## config.mk

```make
export PLATFORM = sky130hd
export DESIGN_NAME = camera_init_sequencer
export DESIGN_NICKNAME = d
export VERILOG_FILES = /design/src/rtl/camera_init_sequencer.sv
export SDC_FILE = /design/constraint.sdc
export NUM_CORES = 1
export LEC_CHECK = 0
export CAP_MARGIN = 5
export CORE_UTILIZATION = 50
export CTS_BUF_LIST = sky130_fd_sc_hd__clkbuf_8
export CTS_CLUSTER_DIAMETER = 80
export DETAILED_ROUTE_END_ITERATION = 8
export GPL_TIMING_DRIVEN = 0
export PLACE_DENSITY = 0.73
export SLEW_MARGIN = 10
export SYNTH_ARGS = -nofsm -noshare
export SYNTH_HDL_FRONTEND = slang
export SYNTH_SLANG_ARGS = --single-unit
```

## constraint.sdc

```tcl
create_clock -name clk_i -period 7.3 [get_ports clk_i]
set_input_delay 0.73 -clock clk_i [delete_from_list [all_inputs] [get_ports clk_i]]
set_output_delay 0.73 -clock clk_i [all_outputs]
set_load 0.01 [all_outputs]
```

## src/rtl/camera_init_sequencer.sv

```systemverilog
// camera_init_sequencer
//
// Power-up and register-configuration sequencer for the image sensor.
// After start_i it holds the sensor in reset, waits for power-up, then walks
// a register table in a synchronous ROM.
// Each WRITE entry goes to the SCCB master over a valid/ready handshake.
// DELAY entries stall for a multiple of DELAY_UNIT_CYCLES.
// An END entry starts the frame-settle phase. Once SETTLE_FRAMES vsync falling
// edges have been seen, capture is enabled and done_o is raised.
//
// Optional feature macro: CAMERA_INIT_RETRY_EN
//   defined   - a NACKed write is re-issued up to MAX_RETRIES times.
//   undefined - the first NACK aborts the sequence (no retry counter).
//
// Ports:
//   clk_i, rst_i             system clock, synchronous active-high reset
//   start_i                  start pulse (honoured in IDLE, DONE, ERROR)
//   cam_rst_n_o, cam_pwdn_o  sensor reset (active-low) / power-down
//   rom_addr_o, rom_data_i   table ROM address / entry (1-cycle latency)
//   req_valid_o, req_ready_i, req_addr_o, req_data_o   SCCB write request
//   resp_valid_i, resp_nack_i                          SCCB completion
//   vsync_i                  raw asynchronous sensor vsync
//   capture_en_o             enables the downstream pixel reader
//   done_o, error_o          finished / aborted
//   err_index_o              ROM index of the entry that caused the abort
module camera_init_sequencer #(
  parameter int RESET_HOLD_CYCLES   = 1000,
  parameter int POWERUP_WAIT_CYCLES = 100000,
  parameter int DELAY_UNIT_CYCLES   = 1024,
  parameter int ROM_ADDR_W          = 6,
  parameter int SETTLE_FRAMES       = 2,
  parameter int MAX_RETRIES         = 3
) (
  input  logic                  clk_i,
  input  logic                  rst_i,
  input  logic                  start_i,
  output logic                  cam_rst_n_o,
  output logic                  cam_pwdn_o,
  output logic [ROM_ADDR_W-1:0] rom_addr_o,
  input  logic [25:0]           rom_data_i,
  output logic                  req_valid_o,
  input  logic                  req_ready_i,
  output logic [15:0]           req_addr_o,
  output logic [7:0]            req_data_o,
  input  logic                  resp_valid_i,
  input  logic                  resp_nack_i,
  input  logic                  vsync_i,
  output logic                  capture_en_o,
  output logic                  done_o,
  output logic                  error_o,
  output logic [ROM_ADDR_W-1:0] err_index_o
);

  localparam int HOLD_W = $clog2(RESET_HOLD_CYCLES) + 1;
  localparam int PW_W   = $clog2(POWERUP_WAIT_CYCLES) + 1;
  localparam int DLY_W  = 16 + $clog2(DELAY_UNIT_CYCLES);
  localparam int FRM_W  = $clog2(SETTLE_FRAMES) + 1;
  localparam logic [ROM_ADDR_W-1:0] ADDR_MAX = {ROM_ADDR_W{1'b1}};

  localparam logic [1:0] OP_WRITE = 2'b00;
  localparam logic [1:0] OP_DELAY = 2'b01;
  localparam logic [1:0] OP_END   = 2'b10;

  typedef enum logic [3:0] {
    S_IDLE,
    S_RESET_HOLD,
    S_POWERUP_WAIT,
    S_FETCH,
    S_DECODE,
    S_ISSUE,
    S_WAIT_RESP,
    S_DELAY,
    S_SETTLE,
    S_DONE,
    S_ERROR
  } state_t;

  state_t                r_state;
  state_t                w_state_next;
  logic [HOLD_W-1:0]     r_hold_cnt;
  logic [PW_W-1:0]       r_pw_cnt;
  logic [DLY_W-1:0]      r_dly_cnt;
  logic [DLY_W-1:0]      r_dly_target;
  logic [FRM_W-1:0]      r_frame_cnt;
  logic [ROM_ADDR_W-1:0] r_rom_addr;
  logic [ROM_ADDR_W-1:0] r_err_index;
  logic [15:0]           r_req_addr;
  logic [7:0]            r_req_data;
  logic                  r_cam_rst_n;
  logic                  r_cam_pwdn;
  logic                  r_capture;
  logic                  r_done;
  logic                  r_error;
  logic                  r_vs_meta;
  logic                  r_vs_sync;
  logic                  r_vs_prev;
  logic                  r_vs_fall;

  logic w_start;
  logic w_advance;
  logic w_at_max;
  logic w_hold_done;
  logic w_pw_done;
  logic w_dly_done;
  logic w_nack_retry;

  assign w_at_max    = (r_rom_addr == ADDR_MAX);
  assign w_hold_done = (r_hold_cnt == HOLD_W'(RESET_HOLD_CYCLES - 1));
  assign w_pw_done   = (r_pw_cnt == PW_W'(POWERUP_WAIT_CYCLES - 1));
  assign w_dly_done  = (r_dly_cnt == r_dly_target - DLY_W'(1));

`ifdef CAMERA_INIT_RETRY_EN
  localparam int RTRY_W = $clog2(MAX_RETRIES) + 1;
  logic [RTRY_W-1:0] r_retry;

  // A NACK is retried while retries remain; the one after the last retry aborts.
  assign w_nack_retry = (r_retry != RTRY_W'(MAX_RETRIES));

  always_ff @(posedge clk_i) begin
    if (rst_i) begin
      r_retry <= '0;
    end else if (w_start) begin
      r_retry <= '0;
    end else if (r_state == S_WAIT_RESP && resp_valid_i) begin
      if (!resp_nack_i) begin
        r_retry <= '0;
      end else if (w_state_next == S_ISSUE) begin
        r_retry <= r_retry + RTRY_W'(1);
      end
    end
  end
`else
  assign w_nack_retry = 1'b0;
`endif

  // Every wait must be at least one cycle long for the terminal-count compares.
  if (RESET_HOLD_CYCLES < 1 || POWERUP_WAIT_CYCLES < 1 || DELAY_UNIT_CYCLES < 1 ||
      SETTLE_FRAMES < 1 || MAX_RETRIES < 0) begin : g_bad_params
    assert property (@(posedge clk_i) 1'b0);
  end

  always_comb begin
    w_state_next = r_state;
    w_start      = 1'b0;
    w_advance    = 1'b0;
    case (r_state)
      S_IDLE, S_DONE, S_ERROR: begin
        if (start_i) begin
          w_start      = 1'b1;
          w_state_next = S_RESET_HOLD;
        end
      end
      S_RESET_HOLD:   if (w_hold_done) w_state_next = S_POWERUP_WAIT;
      S_POWERUP_WAIT: if (w_pw_done) w_state_next = S_FETCH;
      S_FETCH:        w_state_next = S_DECODE;
      S_DECODE: begin
        case (rom_data_i[25:24])
          OP_WRITE: w_state_next = S_ISSUE;
          OP_DELAY: begin
            // A zero-length delay is a NOP: step straight to the next entry.
            if (rom_data_i[15:0] != 16'd0) begin
              w_state_next = S_DELAY;
            end else if (w_at_max) begin
              w_state_next = S_ERROR;
            end else begin
              w_state_next = S_FETCH;
              w_advance    = 1'b1;
            end
          end
          OP_END:   w_state_next = S_SETTLE;
          default:  w_state_next = S_ERROR;
        endcase
      end
      S_ISSUE:        if (req_ready_i) w_state_next = S_WAIT_RESP;
      S_WAIT_RESP: begin
        if (resp_valid_i) begin
          if (resp_nack_i) begin
            w_state_next = w_nack_retry ? S_ISSUE : S_ERROR;
          end else if (w_at_max) begin
            // Table ran off the end without an END entry; never wrap.
            w_state_next = S_ERROR;
          end else begin
            w_state_next = S_FETCH;
            w_advance    = 1'b1;
          end
        end
      end
      S_DELAY: begin
        if (w_dly_done) begin
          if (w_at_max) begin
            w_state_next = S_ERROR;
          end else begin
            w_state_next = S_FETCH;
            w_advance    = 1'b1;
          end
        end
      end
      S_SETTLE: begin
        if (r_vs_fall && r_frame_cnt == FRM_W'(SETTLE_FRAMES - 1)) begin
          w_state_next = S_DONE;
        end
      end
      default: w_state_next = S_IDLE;
    endcase
  end

  always_ff @(posedge clk_i) begin
    if (rst_i) begin
      r_state      <= S_IDLE;
      r_hold_cnt   <= '0;
      r_pw_cnt     <= '0;
      r_dly_cnt    <= '0;
      r_dly_target <= '0;
      r_frame_cnt  <= '0;
      r_rom_addr   <= '0;
      r_err_index  <= '0;
      r_req_addr   <= '0;
      r_req_data   <= '0;
      r_cam_rst_n  <= 1'b0;
      r_cam_pwdn   <= 1'b1;
      r_capture    <= 1'b0;
      r_done       <= 1'b0;
      r_error      <= 1'b0;
      r_vs_meta    <= 1'b0;
      r_vs_sync    <= 1'b0;
      r_vs_prev    <= 1'b0;
      r_vs_fall    <= 1'b0;
    end else begin
      r_state <= w_state_next;

      r_hold_cnt <= (r_state == S_RESET_HOLD && !w_hold_done) ? r_hold_cnt + HOLD_W'(1) : '0;
      r_pw_cnt   <= (r_state == S_POWERUP_WAIT && !w_pw_done) ? r_pw_cnt + PW_W'(1) : '0;
      r_dly_cnt  <= (r_state == S_DELAY && !w_dly_done) ? r_dly_cnt + DLY_W'(1) : '0;

      if (r_state == S_SETTLE) begin
        if (r_vs_fall) r_frame_cnt <= r_frame_cnt + FRM_W'(1);
      end else begin
        r_frame_cnt <= '0;
      end

      // Two-flop synchronizer, then a registered falling-edge pulse.
      r_vs_meta <= vsync_i;
      r_vs_sync <= r_vs_meta;
      r_vs_prev <= r_vs_sync;
      r_vs_fall <= r_vs_prev & ~r_vs_sync;

      if (w_start) begin
        r_cam_rst_n <= 1'b0;
        r_cam_pwdn  <= 1'b0;
        r_capture   <= 1'b0;
        r_done      <= 1'b0;
        r_error     <= 1'b0;
      end

      if (r_state == S_RESET_HOLD && w_hold_done) r_cam_rst_n <= 1'b1;

      if (r_state == S_POWERUP_WAIT && w_pw_done) begin
        r_rom_addr <= '0;
      end else if (w_advance) begin
        r_rom_addr <= r_rom_addr + ROM_ADDR_W'(1);
      end

      if (r_state == S_DECODE) begin
        r_req_addr   <= rom_data_i[23:8];
        r_req_data   <= rom_data_i[7:0];
        r_dly_target <= DLY_W'(rom_data_i[15:0]) * DLY_W'(DELAY_UNIT_CYCLES);
      end

      if (r_state == S_SETTLE && w_state_next == S_DONE) begin
        r_capture <= 1'b1;
        r_done    <= 1'b1;
      end

      if (r_state != S_ERROR && w_state_next == S_ERROR) begin
        r_error     <= 1'b1;
        r_err_index <= r_rom_addr;
        r_capture   <= 1'b0;
      end
    end
  end

  // A completion in the very cycle the request is accepted is a master bug.
  assert property (@(posedge clk_i) disable iff (rst_i)
                   !(req_valid_o && req_ready_i && resp_valid_i));

  assign req_valid_o  = (r_state == S_ISSUE);
  assign req_addr_o   = r_req_addr;
  assign req_data_o   = r_req_data;
  assign rom_addr_o   = r_rom_addr;
  assign cam_rst_n_o  = r_cam_rst_n;
  assign cam_pwdn_o   = r_cam_pwdn;
  assign capture_en_o = r_capture;
  assign done_o       = r_done;
  assign error_o      = r_error;
  assign err_index_o  = r_err_index;

endmodule
```

==> results.sh <==
export IMPL_ctsRootBufferMaster="clkbuf_8"
export IMPL_arrival_ns=3.38
export IMPL_cts_tree="yes"
export IMPL_ctsResizeCount=0
export IMPL_placed_area_um2=6130
export IMPL_synth_cell_type_count=61
export IMPL_fin_crit_sh=0.425
export IMPL_clock_skew_ns=0.0182
export IMPL_overflow=0
export IMPL_fmax_mhz=323
export IMPL_viasPerCell=5.50
export IMPL_yosysSeqAreaShare=0.405
export IMPL_core_um2=9950
export IMPL_fin_tns_setup_ns=0
export IMPL_crit_chain="buf_6 > inv_1 > ha_1 > or3b_1 > or4_1 > a211oi_1 > and4_4 > a41oi_4 > o31a_1 > o21a_1"
export IMPL_grt_setup_unrepaired="no"
export IMPL_hold_slack_ns=0.438
export IMPL_antenna_cells=0
export IMPL_worstSetupPathType="flop to flop"
export IMPL_die_h_um=104
export IMPL_n_fill_cell=907
export IMPL_drtPass1Iterations=8
export IMPL_endpoint_kind="flop"
export IMPL_clk_latency_ns=0.39
export IMPL_routed_wl_mm=13.2
export IMPL_synth_area_leaders="dfxtp_1, nor2_1, xnor2_1, nand2_1, xor2_1"
export IMPL_routed_via_count=4701
export IMPL_synthFlopType="dfxtp_1"
export IMPL_drcViolationCount=0
export IMPL_syn_nets=671
export IMPL_post_synth_top_count_cell="dfxtp_1"
export IMPL_hpwl_mm=9.78
export IMPL_final_critical_path_setup_slack_ns=4.20
export IMPL_grt_pass1_vias=4615
export IMPL_rows=36
export IMPL_regToRegSetupSlack_ns=4.20
export IMPL_grt_pass1_wl_mm=22.3
export IMPL_synth_edf_count=0
export IMPL_fin_area_um2=6350
export IMPL_drv_slew=0
export IMPL_drt_initial_drc_count=311
export IMPL_numPortBuffers=73
export IMPL_synth_cells=632
export IMPL_numClockSinks=106
export IMPL_path_max_fanout=8
export IMPL_period_needed_ns=3.10
export IMPL_htreeDepth=3
export IMPL_status="complete, no violations"
export IMPL_worstPathRequired_ns=7.58
export IMPL_syn_cell_area_um2=5230
export IMPL_ys_ff_latch=106
export IMPL_grt_max_degree=17
export IMPL_antenna_found_initial=0
export IMPL_seq_area_um2=2120
export IMPL_hold_buffers=0
export IMPL_multi_input_area_um2=2890
export IMPL_finalWeightedCongestion=0.866
export IMPL_hold_class="flop to flop"
export IMPL_clockBufferDepth=2
export IMPL_drtAntennaViolNets=0
export IMPL_synth_common_cells="dfxtp_1, nor2_1, nand2_1, a21oi_1, xnor2_1"
export IMPL_crit_slowest_cell="or4_1"
export IMPL_slowest_delay_ns=0.51
export IMPL_final_util=0.638
export IMPL_start_kind="flop"
export IMPL_start_util=0.526
export IMPL_cts_buffers=9
export IMPL_die_area_um2=10900
export IMPL_drv_cap=0
export IMPL_irDropWorstVdd_uv=140
export IMPL_p_leak_nw=2.19
export IMPL_cp_num_buf_inv=2
export IMPL_dp_slack_ns=4.12
export IMPL_nNetsFinal=755
export IMPL_die_x_um=104
export IMPL_final_layout_size_suffix_gt1_frac=0.0638
export IMPL_path_delay_family="simple AND/OR/NAND/NOR gates"
export IMPL_synth_avg_cell_area_um2=8.28
export IMPL_io_pins=75
export IMPL_cts_setup_buffers=0
export IMPL_synth_warnings=0
export IMPL_post_drt_wl_per_cell_um=15.5
export IMPL_path_clk_slew_ns=0.10
export IMPL_max_slew_margin=0.457
export IMPL_cellPowerDensity_nw_per_um2=159
export IMPL_synth_top_area_frac=0.405
export IMPL_yosysTopAreaCell="dfxtp_1"
export IMPL_hold_viol=0
export IMPL_area_growth_pct=21.3
export IMPL_setup_viol=0
export IMPL_async_flop_share=0
export IMPL_track_usage=0.257
export IMPL_tightest_slew_ns=0.807
[placed cells by master (no fill, tap or decap), drive strengths merged, types with 3 or more instances in the layout]
cell type,n
dfxtp,106
nor2,84
nand2,73
clkdlybuf4s50,73
a21oi,49
xnor2,33
clkbuf,32
xor2,29
nand3,27
inv,18
nand4,16
nor4,15
o21ai,14
buf,14
or3,13
nor3,12
nor2b,8
mux2i,8
and3,8
or4,8
a211oi,6
nand3b,6
ha,6
or2,5
and4,4
o211ai,4
o31ai,3
a31oi,3
nand2b,3
a31o,3
a21o,3
[through the flow]
stage | total power [W] | std cells
after floorplan | 0.000610 | 632
after global placement | 0.000635 | 838
after detailed placement | 0.000636 | 838
after CTS | 0.00102 | 854
after global routing | 0.00105 | 854
final | 0.00101 | 854
[cells by family (layout without fill, tap and decap cells)]
| logic type | after synthesis | in the layout | share of synthesized area |
|---|---|---|---|
| fa+ha+maj | 7 | 7 | 0.0163 |
| xor+xnor | 62 | 62 | 0.104 |
| buf+inv | 51 | 140 | 0.0428 |
| mux | 8 | 8 | 0.0153 |
| flops | 106 | 106 | 0.405 |
| simple gates | 295 | 295 | 0.286 |
| compound gates | 103 | 103 | 0.131 |
[layout make-up]
class / count / area share
plain buffers: 34 / 0.0252
clock buffers: 12 / 0.0260
clock inverters: 4 / 0.00789
inverters: 17 / 0.0101
multi-input cells: 475 / 0.455
flip-flops and latches: 106 / 0.334
well taps: 133 / 0.0262
repair buffers: 73 / 0.115
[state kept, by name, summed over array words and instances (netlist names), 2 cells and up]
signal / flops
err_index_o: 6
r_hold_cnt: 11
req_addr_o: 16
r_dly_cnt: 26
rom_addr_o: 6
r_pw_cnt: 18
r_state: 4
req_data_o: 7
r_frame_cnt: 2
[power by group]
group / switching [W] / internal [W]
sequential: 0.00000107 / 0.000580
combinational: 0.0000195 / 0.0000219
clock: 0.000200 / 0.000186
[path summary, 6_finish.rpt]
kind	from	endpoint	cells past startpoint
max	req_data_o[0]	rom_addr_o[4]	10
min	r_vs_sync	r_vs_fall	1
max reg2reg	req_data_o[0]	rom_addr_o[4]	10
min reg2reg	r_vs_sync	r_vs_fall	1
[per-layer routing]
metal / share of wire / global-route usage / vias up
met5: 0 / 0 / -
li1: - / - / 2364
met1: 0.46 / 0.319 / 2217
met4: 0.018 / 0.0908 / 0
met2: 0.48 / 0.432 / 102
met3: 0.037 / 0.0620 / 18
Note: power is estimated with default switching activity, not from simulation.
